--- config.mk ---
export PLATFORM = sky130hd
export DESIGN_NAME = tx_sequencer_flat
export DESIGN_NICKNAME = d
export VERILOG_FILES = /design/src/rtl/tx_sequencer_if.sv /design/src/rtl/tx_sequencer.sv /design/src/flat_wrapper.sv
export SDC_FILE = /design/constraint.sdc
export NUM_CORES = 1
export LEC_CHECK = 0
export CAP_MARGIN = 25
export CORE_MARGIN = 3
export CORE_UTILIZATION = 47
export DETAILED_ROUTE_END_ITERATION = 7
export GPL_TIMING_DRIVEN = 0
export PLACE_DENSITY = 0.76
export SLEW_MARGIN = 20
export SYNTH_ARGS = -nofsm -noshare
export SYNTH_HDL_FRONTEND = slang
export SYNTH_SLANG_ARGS = --single-unit
--- constraint.sdc ---
create_clock -name clk -period 2.11 [get_ports clk]
set_input_delay 0.422 -clock clk [delete_from_list [all_inputs] [get_ports clk]]
set_output_delay 0.422 -clock clk [all_outputs]
set_load 0.02 [all_outputs]
--- src/rtl/tx_sequencer_if.sv ---
// Sequencer-side bus: arbiter channel select, FIFO heads/pops, serializer handshake, packet counters.
interface tx_sequencer_if;
  localparam int unsigned BYTE_W = 8;
  localparam int unsigned CNT_W  = 16;

  logic [1:0]        rdy_cnl;
  logic [BYTE_W-1:0] f1_dout;
  logic [BYTE_W-1:0] f2_dout;
  logic              f1_rd;
  logic              f2_rd;
  logic [BYTE_W-1:0] tx_data;
  logic              tx_valid;
  logic              tx_ready;
  logic              next;
  logic [CNT_W-1:0]  cnt_ch1;
  logic [CNT_W-1:0]  cnt_ch2;
  logic [CNT_W-1:0]  cnt_empty;

  modport master (
    input  rdy_cnl, f1_dout, f2_dout, tx_ready,
    output f1_rd, f2_rd, tx_data, tx_valid, next, cnt_ch1, cnt_ch2, cnt_empty
  );

  modport slave (
    output rdy_cnl, f1_dout, f2_dout, tx_ready,
    input  f1_rd, f2_rd, tx_data, tx_valid, next, cnt_ch1, cnt_ch2, cnt_empty
  );
endinterface

--- src/rtl/tx_sequencer.sv ---
// Packet sequencer: frames FIFO payload as header / payload / XOR checksum towards a serializer,
// then pulses next so the arbiter can publish a new channel.
module tx_sequencer #(
  parameter int unsigned PAYLOAD_LEN = 8,
  parameter logic [3:0]  SYNC        = 4'hA
) (
  input  logic           clk,
  input  logic           rst_n,
  tx_sequencer_if.master bus
);

  localparam int unsigned BYTE_W   = 8;
  localparam logic [7:0]  LAST_IDX = 8'(PAYLOAD_LEN - 1);

  typedef enum logic [2:0] {
    ST_SETTLE,
    ST_HDR,
    ST_PLD,
    ST_CHK,
    ST_NEXT
  } state_t;

  state_t            state_q;
  logic [1:0]        settle_cnt_q;
  logic [1:0]        chan_q;
  logic [BYTE_W-1:0] byte_cnt_q;
  logic [BYTE_W-1:0] chk_q;
  logic [BYTE_W-1:0] tx_data_q;

  logic [1:0]        chan_c;
  logic [BYTE_W-1:0] pld_byte_c;
  logic              accept_c;
  logic              in_pld_c;

  // Code 11 is not a legal grant; fold it into an empty packet.
  assign chan_c   = (bus.rdy_cnl == 2'b11) ? 2'b00 : bus.rdy_cnl;
  assign accept_c = bus.tx_valid & bus.tx_ready;
  assign in_pld_c = (state_q == ST_PLD);

  always_comb begin
    pld_byte_c = '0;
    case (chan_q)
      2'b01:   pld_byte_c = bus.f1_dout;
      2'b10:   pld_byte_c = bus.f2_dout;
      default: pld_byte_c = '0;
    endcase
  end

  // Payload bytes come straight from the FWFT head so a pop and its byte share one cycle.
  assign bus.tx_data = in_pld_c ? pld_byte_c : tx_data_q;
  assign bus.f1_rd   = in_pld_c & accept_c & (chan_q == 2'b01);
  assign bus.f2_rd   = in_pld_c & accept_c & (chan_q == 2'b10);

  always_ff @(posedge clk or negedge rst_n) begin
    if (!rst_n) begin
      state_q       <= ST_SETTLE;
      settle_cnt_q  <= '0;
      chan_q        <= '0;
      byte_cnt_q    <= '0;
      chk_q         <= '0;
      tx_data_q     <= '0;
      bus.tx_valid  <= 1'b0;
      bus.next      <= 1'b0;
      bus.cnt_ch1   <= '0;
      bus.cnt_ch2   <= '0;
      bus.cnt_empty <= '0;
    end else begin
      case (state_q)
        ST_SETTLE: begin
          chk_q      <= '0;
          byte_cnt_q <= '0;
          if (settle_cnt_q == 2'd1) begin
            settle_cnt_q <= '0;
            chan_q       <= chan_c;
            tx_data_q    <= {SYNC, 2'b00, chan_c};
            bus.tx_valid <= 1'b1;
            state_q      <= ST_HDR;
          end else begin
            settle_cnt_q <= settle_cnt_q + 2'd1;
          end
        end
        ST_HDR: begin
          if (accept_c) begin
            chk_q   <= chk_q ^ tx_data_q;
            state_q <= ST_PLD;
          end
        end
        ST_PLD: begin
          if (accept_c) begin
            chk_q <= chk_q ^ pld_byte_c;
            if (byte_cnt_q == LAST_IDX) begin
              byte_cnt_q <= '0;
              tx_data_q  <= chk_q ^ pld_byte_c;
              state_q    <= ST_CHK;
            end else begin
              byte_cnt_q <= byte_cnt_q + 8'd1;
            end
          end
        end
        ST_CHK: begin
          if (accept_c) begin
            bus.tx_valid <= 1'b0;
            bus.next     <= 1'b1;
            tx_data_q    <= '0;
            state_q      <= ST_NEXT;
          end
        end
        ST_NEXT: begin
          bus.next <= 1'b0;
          case (chan_q)
            2'b01:   bus.cnt_ch1   <= bus.cnt_ch1 + 16'd1;
            2'b10:   bus.cnt_ch2   <= bus.cnt_ch2 + 16'd1;
            default: bus.cnt_empty <= bus.cnt_empty + 16'd1;
          endcase
          state_q <= ST_SETTLE;
        end
        default: state_q <= ST_SETTLE;
      endcase
    end
  end

endmodule

--- src/flat_wrapper.sv ---
// flat-port wrapper written by rule: the top's interface ports become plain ports
module tx_sequencer_flat 
#(
  parameter int unsigned PAYLOAD_LEN = 8,
  parameter logic [3:0]  SYNC        = 4'hA
)
  (clk, rst_n, bus_rdy_cnl, bus_f1_dout, bus_f2_dout, bus_tx_ready, bus_f1_rd, bus_f2_rd, bus_tx_data, bus_tx_valid, bus_next, bus_cnt_ch1, bus_cnt_ch2, bus_cnt_empty);
  tx_sequencer_if bus_i ();
  input  logic clk;
  input  logic rst_n;
  input wire logic [$bits(bus_i.rdy_cnl)-1:0] bus_rdy_cnl;
  input wire logic [$bits(bus_i.f1_dout)-1:0] bus_f1_dout;
  input wire logic [$bits(bus_i.f2_dout)-1:0] bus_f2_dout;
  input wire logic [$bits(bus_i.tx_ready)-1:0] bus_tx_ready;
  output wire logic [$bits(bus_i.f1_rd)-1:0] bus_f1_rd;
  output wire logic [$bits(bus_i.f2_rd)-1:0] bus_f2_rd;
  output wire logic [$bits(bus_i.tx_data)-1:0] bus_tx_data;
  output wire logic [$bits(bus_i.tx_valid)-1:0] bus_tx_valid;
  output wire logic [$bits(bus_i.next)-1:0] bus_next;
  output wire logic [$bits(bus_i.cnt_ch1)-1:0] bus_cnt_ch1;
  output wire logic [$bits(bus_i.cnt_ch2)-1:0] bus_cnt_ch2;
  output wire logic [$bits(bus_i.cnt_empty)-1:0] bus_cnt_empty;
  assign bus_i.rdy_cnl = bus_rdy_cnl;
  assign bus_i.f1_dout = bus_f1_dout;
  assign bus_i.f2_dout = bus_f2_dout;
  assign bus_i.tx_ready = bus_tx_ready;
  assign bus_f1_rd = bus_i.f1_rd;
  assign bus_f2_rd = bus_i.f2_rd;
  assign bus_tx_data = bus_i.tx_data;
  assign bus_tx_valid = bus_i.tx_valid;
  assign bus_next = bus_i.next;
  assign bus_cnt_ch1 = bus_i.cnt_ch1;
  assign bus_cnt_ch2 = bus_i.cnt_ch2;
  assign bus_cnt_empty = bus_i.cnt_empty;
  tx_sequencer #(.PAYLOAD_LEN(PAYLOAD_LEN), .SYNC(SYNC)) u_core (.clk(clk), .rst_n(rst_n), .bus(bus_i));
endmodule
==> summary by stage, run 1 <==
CTS
The deepest clock path buffer count is 2. The insertion delay of the later-clocked pin in the worst-skew pair is 0.36 ns. Clock-pin slew was measured on the worst setup and hold paths at 0.09 ns. The clock net in this run drives a total of 81 sinks. TritonCTS built the clock tree.

CTS placed an instance of clkbuf_8 at the clock tree root. The number of buffers added by the clock tree synthesis step is 9. The H-tree depth is 3.

Setup path
Data on the critical path arrives at its endpoint at 1.95 ns. The capturing element type of the critical path is a primary output. The kind of critical path is reg2out. The critical-path maximum fanout is 4. STA puts the critical path data required time at 1.69 ns. The category of the worst setup path launch point is a flop.

Place
Routability-driven placement finished with a final weighted congestion of 0.846. The total of buffers placed on input and output ports is 80. The cell count after placement is 605. The worst slack at placement is -0.954 ns. The placed cell area is 0.00519 mm². Summed over all nets, the half-perimeter wirelength after detailed placement is 7110 µm.

Pwr
The share of power burned in the clock network is 16.6%. IR analysis of the VDD net gives a maximum drop of 0.000734 V. The sequential group share of total power is 29.4%. The internal power summed over all cells is 4.17 mW.

The switching power as a share of total power is 41.1%. Summed over all nets, the switching power comes to 2.91 mW. The fraction of power consumed by combinational cells is 54.0%. For this design the static power due to leakage is 2.60 nW. The power density of the placed cells is 1200 mW/mm².

Final layout
Summing all non-filler instances in the final layout gives an area of 0.00590 mm². The count of inserted antenna diode cells is 0. From synthesis to final layout, the design area changed by 40.6%. In the layout the commonest cells are dfrtp_1 (78), clkdlybuf4s50_1 (69), buf_4 (35), nand2_1 (35), xnor2_1 (33). After the flow finishes, the layout carries non-filler instances totaling 647. The library cell used most frequently in the layout, excluding fill and tap cells, is dfrtp_1. The count of fill cells added during filler insertion is 638. The final layout contains 564 nets. The fraction of final layout cells with drive strength greater than 1 is 23.1%.

Detailed routing
The detailed-route wire length per cell is 16.9 µm. Before antenna repair, the detailed router went through 5 iterations. For this block, the initial DRC count from the detailed router was 255. The count of nets left with antenna violations after detail routing is 0.

The total detailed-routing wirelength is 11000 µm. The number of vias in the routed layout is 3785. The detailed-route vias per instance is 5.85. After detailed routing, the number of remaining DRC violations is 0.

Logic synthesis
The synthesized netlist occupies a cell area of 0.00420 mm². By area the synthesized netlist is led by dfrtp_1 (48%), xnor2_1 (6.9%), xor2_1 (3.8%). The biggest area contributor in the post-synthesis netlist is dfrtp_1. The top cell type by area accounts for 48.3% of the synthesized area. Summing the sequential cell areas from Yosys gives 48.3% of the chip area. Counting every instance in the synthesized netlist gives 419. The post-synthesis net count is 446. The warning count from the yosys run is 0. The count of cell types in the netlist is 51. The synthesized flop and latch total is 81. The share of synthesized registers carrying an async set or reset is 100%. The count of flip-flops with a built-in enable after synthesis is 0. The most used flip-flop cell after synthesis is dfrtp_1. The average instance area after synthesis is 10.0 µm².

STA
Measured against its own limit, the worst slew margin works out to 59.8%. The number of hold violations in the final report is 0. At the pin with the least slew margin, the transition time is 0.597 ns. Setup violations remaining at the end of the flow were counted as 18.

The number of pins with negative max-slew slack in the final report is 0. On the final layout, the worst clock skew is 0.0139 ns. Across all setup checks in the final design, the least slack found is -0.262 ns.

Setup repair after global routing could not meet its margin everywhere. The final critical-path share of the clock period is 112%. The routed design could run at a clock period as short as 2.37 ns.

The maximum clock frequency is 0.422 GHz.

GRT
The total overflow left after global routing is 0. The global-route wire length before repair is 17400 µm. Entering global routing, the biggest net connects 44 pins. The number of antenna violations at the first check in global routing was 0.

The overall track demand over capacity in global routing is 21.6%. The via count of the first global-routing pass was 3586.

Floorplan
The die covers 0.0101 mm². The die is 100 µm wide. The initial utilization of the core area, before any placement, comes to 49.8%. The area of the core region is 0.00842 mm². The number of top-level design ports is 81. The number of rows in the core area is 33. The floorplan die height is 100 µm.

Status
The flow ran to the end, but the final reports show violations. The final reports fail on negative setup slack.

Worst hold path
In this run the worst hold path is classified as in2async.

Job
Across the run, the number of max-cap violations was 0.
[Yosys cell counts (3+ instances only)]
cell type and number:
a21oi_1 4, a22oi_1 8, a31oi_1 17, and2_1 3, and3_1 10, and4_1 3
clkbuf_1 19, dfrtp_1 81, ha_1 6, inv_1 16, mux2_2 3, mux2i_1 6
nand2_1 36, nand3_1 14, nand4_1 12, nor2_1 24, nor2b_1 3, nor3_1 11
nor4_1 5, o21a_1 8, o21ai_0 21, o22a_1 4, o32ai_1 8, or2_2 4
or3_1 5, or4_1 4, xnor2_1 33, xor2_1 18
[routing by layer]
metal  vias to the layer above  part of all wire (%)  GRT usage [%]
met4                         0                   2.2           7.36
met1                      1833                    42           29.5
li1                       1750                     -              -
met3                        31                   7.7           3.74
met5                         -                     0              0
met2                       171                    48           34.8
[cell families after synthesis]
logic type / count (synthesis) / synth area share [%]
compound gates: 85 / 14.0
buf+inv: 38 / 3.61
flops: 81 / 48.3
fa+ha+maj: 6 / 1.79
simple gates: 147 / 18.8
xor+xnor: 51 / 10.6
mux: 11 / 2.95
[final cells by class]
class	instances	area [µm²]	share of cell area (%)
well taps	105	131	2.23
clock inverters	7	80.1	1.36
flip-flops and latches	81	2030	34.4
plain buffers	14	120	2.04
multi-input cells	300	2260	38.4
clock buffers	9	124	2.10
repair buffers	114	1080	18.4
inverters	17	63.8	1.08
[worst max-delay path: stages (launching register included)]
cell and delay [ns]:
dfrtp_2 0.45, or3b_4 0.41, clkbuf_8 0.16, or3_4 0.36, o21ai_2 0.07, buf_6 0.13
[through the flow]
stage | TNS, ns | utilization [%] | power, mW | hold slack (ns)
after floorplan | -0.116 | - | 3.97 | 0.126
after global placement | -199.07 | 61.4 | 4.81 | 0.458
after detailed placement | -15.48 | 61.6 | 4.91 | 0.431
after CTS | -2.80 | 67.0 | 6.54 | 0.0384
after global routing | -3.34 | 70.0 | 7.46 | 0.0586
final | -2.28 | 70.0 | 7.08 | 0.0192
[registers in the layout (all words and copies together), names as in the netlist]
name / flops
u_core.bus.cnt_empty: 16
u_core.bus.next: 1
u_core.bus.tx_valid: 1
u_core.bus.cnt_ch2: 16
u_core.bus.cnt_ch1: 16
u_core.chan_q: 2
u_core.settle_cnt_q: 2
u_core.state_q: 3
u_core.byte_cnt_q: 8
u_core.chk_q: 8
u_core.tx_data_q: 8
[final timing paths]
path,from,endpoint,slack (ns),depth (start not counted)
hold reg to reg,u_core.bus.cnt_empty[15],u_core.bus.cnt_empty[15],0.48,1
hold / removal,rst_n,u_core.bus.cnt_ch1[11],0.02,1
max in group asynchronous,rst_n,u_core.bus.cnt_empty[2],1.48,2
setup / recovery,u_core.state_q[0],bus_tx_data[3],-0.26,5
min in group clk,u_core.bus.cnt_empty[15],u_core.bus.cnt_empty[15],0.48,1
setup reg to reg,u_core.byte_cnt_q[6],u_core.tx_data_q[5],-0.10,5
[power by group through the flow]
| stage | Clock [mW] | Sequential (mW) | Combinational [mW] |
|---|---|---|---|
| finish | 1.18 | 2.08 | 3.82 |
| global route | 1.26 | 2.11 | 4.09 |
| CTS | 1.19 | 2.07 | 3.29 |
| detailed placement | 0 | 2.12 | 2.80 |
| global placement | 0 | 2.10 | 2.71 |
| floorplan | 0 | 2.11 | 1.87 |
[repair_timing]
item                                    CTS  global route
setup buffers                            16            17
hold endpoints to repair                  0             0
hold buffers                              0             0
pin swaps                                 2            14
endpoints found under the setup margin   51            49
gates resized for setup                  98            51
cloned                                    0             0
Note: power is estimated with default switching activity, not from simulation.
==> run 2, diff against run 1 <==
--- a/config.mk
+++ b/config.mk
@@ -8,9 +8,9 @@
 export CAP_MARGIN = 25
 export CORE_MARGIN = 3
 export CORE_UTILIZATION = 47
+export CTS_CLUSTER_SIZE = 16
 export DETAILED_ROUTE_END_ITERATION = 7
-export GPL_TIMING_DRIVEN = 0
-export PLACE_DENSITY = 0.76
+export PLACE_DENSITY_LB_ADDON = 0.1
 export SLEW_MARGIN = 20
 export SYNTH_ARGS = -nofsm -noshare
 export SYNTH_HDL_FRONTEND = slang
==> run 2 against run 1 <==
  * The run still ends with negative setup slack left
  * Sequential power about the same
  * Global-route usage up 0.56 points
  * Final area up 2.6%
  * Utilization up 1.8 points
  * Via count down 1.2%
  * Worst hold slack better by 0.022 ns
  * Setup slack better by 0.15 ns
  * Sequential share of layout area down 0.94 points
  * Clock power up 20%
==> summary by stage, run 2 (synthesis gave the netlist of run 1 again) <==
Pwr
The sum of internal, switching and leakage power is 7.42 mW (+4.8%). The highest ir drop seen on vdd is 0.000755 V (+2.9%). The internal power summed over all cells is 4.61 mW (+11%). The leakage power total is 2.70 nW (+3.9%). The share of power burned in the clock network was 19.1% (+2.5 points).

The switching power came to 2.81 mW (-3.4%). The power density of the placed cells is 1230 mW/mm² (+2.1%). The fraction of power consumed by combinational cells is 53.0% (-1.0 points).

The switching power as a share of total power is 37.9% (-3.2 points). The sequential group share of total power is 28.0% (-1.4 points).

CTS
The buffer type at the clock tree root is clkbuf_8. The H-tree depth is 3 (unchanged). The insertion delay of the later-clocked pin in the worst-skew pair was 0.35 ns (about the same). The number of buffers added by the clock tree synthesis step was 9 (unchanged). The number of hold buffers added after CTS is 0 (unchanged). The clock slew at the register clock pins of the worst setup and hold paths is 0.08 ns (about the same). TritonCTS built the clock tree. The deepest clock path buffer count came to 2 (unchanged). The clock sink count is 81 (unchanged).

STA
The clock skew after layout was 0.0119 ns (-0.00194 ns). The final setup slack of the worst path is -0.112 ns (+0.150 ns). The final critical-path share of the clock period was 105% (-7.1 points).

The normalized max-slew margin is 64.8% (+5.0 points). The shortest clock period the worst path allows after layout is 2.22 ns (-0.150 ns). The number of pins with negative max-slew slack in the final report was 0 (unchanged). The maximum clock frequency was 0.450 GHz (+6.8%). The transition time at the pin with the least slew margin came to 0.528 ns (-0.0694 ns).

Setup repair after global routing could not meet its margin everywhere. The total of endpoints with negative setup slack in the final report is 15 (-3). The number of hold violations in the final report is 0 (unchanged). The total negative setup slack is -1.02 ns (+1.26 ns).

Detailed routing
The detailed-route wire length per cell is 15.4 µm (-8.9%). The number of vias in the routed layout is 3740 (-1.2%). The number of iterations in the first detailed-routing pass is 4 (-1). The number of design rule violations left after detail routing was 0 (unchanged). The count of nets left with antenna violations after detail routing came to 0 (unchanged).

The detailed-route vias per instance was 5.53 (-5.4%). The total detailed-routing wirelength is 10400 µm (-4.8%). The first-iteration detailed-routing DRC count came to 170 (-33%).

GRT
The met3 capacity usage during global routing was 3.60% (-0.14 points). The global route total overflow is 0 (unchanged). The met2 layer usage reported by global route is 35.4% (+0.66 points). The global-route wire length before repair is 18100 µm (+3.8%).

The most heavily used metal layer in global routing is met2. The overall track demand over capacity in global routing is 22.1% (+0.56 points). The number of antenna violations at the first check in global routing is 0 (unchanged). The maximum number of pins on one net before global-route repair is 43 (-2.3%). The via count of the first global-routing pass was 3767 (+5.0%). The met1 track demand over resource was 30.8% (+1.3 points).

Final layout
The library cell used most frequently in the layout, excluding fill and tap cells, is dfrtp_1. In the layout the commonest cells are dfrtp_1 (81), clkdlybuf4s50_1 (69), buf_4 (69). The utilization of the core after routing is 71.9% (+1.8 points). The number of nets in the layout is 593 (+5.1%). The count of inserted antenna diode cells came to 0 (unchanged). The fraction of final layout cells with drive strength greater than 1 came to 24.7% (+1.6 points). The final non-filler cell area is 0.00605 mm² (+2.6%). The area growth from synthesis to layout is 44.2%. In the final layout, the registers with the most flip-flops are u_core.bus.cnt_ch1: 16 flops, u_core.bus.cnt_ch2: 16 flops, u_core.bus.cnt_empty: 16 flops.

Setup path
The category of the worst setup path launch point is a flop. The worst setup path is captured at a primary output. The critical register-to-register path startpoint is u_core.byte_cnt_q[6]. The arrival time at the worst endpoint is 1.80 ns (-0.15 ns). The length in cells of the worst reg-to-reg path is 4 (-1). The required time at the endpoint of the critical path is 1.69 ns (about the same). The endpoint identified for the worst register-to-register timing path is u_core.tx_data_q[7]. The kind of critical path is reg2out.

The critical-path maximum fanout was 6 (+2). The worst reg-to-reg setup slack came to -0.10 ns (about the same).

Place
The placed cell area is 0.00556 mm² (+7.1%). The placer congestion estimate is 0.823 (-2.7%). The half-perimeter wire length after detailed placement is 7120 µm (+0.17%).

The worst slack at placement is -0.290 ns (+0.664 ns). The total of buffers placed on input and output ports was 80 (unchanged).

Floorplan
The number of top-level design ports is 81 (unchanged). The number of rows in the core area is 33 (unchanged). The die outline width is 100 µm (unchanged). The floorplan die height is 100 µm (unchanged).

The initial core utilization was 49.8% (unchanged). The area of the core region came to 0.00842 mm² (unchanged). The area of the die is 0.0101 mm² (unchanged).

Worst hold path
The class of the most critical hold timing path is in2async.

Status
The checks that failed: negative setup slack. The run finished, with violations left.

Job
The number of maximum-capacitance violations was 0 (unchanged).
[run 2: how the worst max path moves through the flow]
stage / start / endpoint / slack [ns]
after floorplan: u_core.byte_cnt_q[6] / u_core.tx_data_q[5] / -0.06
after global placement: bus_f1_dout[2] / bus_tx_data[2] / -0.28
after detailed placement: bus_f1_dout[4] / bus_tx_data[4] / -0.29
after CTS: u_core.byte_cnt_q[6] / u_core.tx_data_q[7] / -0.11
after global routing: u_core.state_q[2] / bus_tx_data[2] / -0.18
final: u_core.state_q[1] / bus_tx_data[4] / -0.11
[run 2: stage by stage]
step,cells,hold WS [ns]
6_report,676,0.0410
5_1_grt,676,0.0720
4_1_cts,671,0.0521
3_5_place_dp,641,0.440
3_3_place_gp,641,0.443
2_1_floorplan,419,0.126
[run 2: layer usage]
metal  vias up  part of all wire (%)
met2       102                    48
met1      1823                    46
met4         0                   1.5
met3        11                   4.5
li1       1804                     -
met5         -                     0
[run 2: final cells by class]
class / instances / area [µm²]
multi-input combinational: 300 / 2160
inverter: 17 / 63.8
timing repair buffer: 157 / 1420
clock inverter: 6 / 113
sequential: 81 / 2030
clock buffer: 10 / 138
tap: 105 / 131
fill: 641 / 2370
[run 2: timing repair]
action,in CTS,in global routing
setup buffers,16,6
resized for setup,82,10
setup endpoints to repair,18,30
pin swaps,10,13
[run 2: worst max-delay path, cell delays in order (launching register included)]
cell and delay, ns:
dfrtp_1 0.38, or3b_4 0.46, or3_4 0.42, o21ai_4 0.07, buf_6 0.13
[run 2: power groups by stage]
stage / registers, mW / logic, mW / clock network (mW)
2_1_floorplan: 2.11 / 1.87 / 0
3_5_place_dp: 2.08 / 3.40 / 0
5_1_grt: 2.12 / 4.26 / 1.51
6_report: 2.08 / 3.93 / 1.42
4_1_cts: 2.06 / 3.77 / 1.45
3_3_place_gp: 2.07 / 3.34 / 0
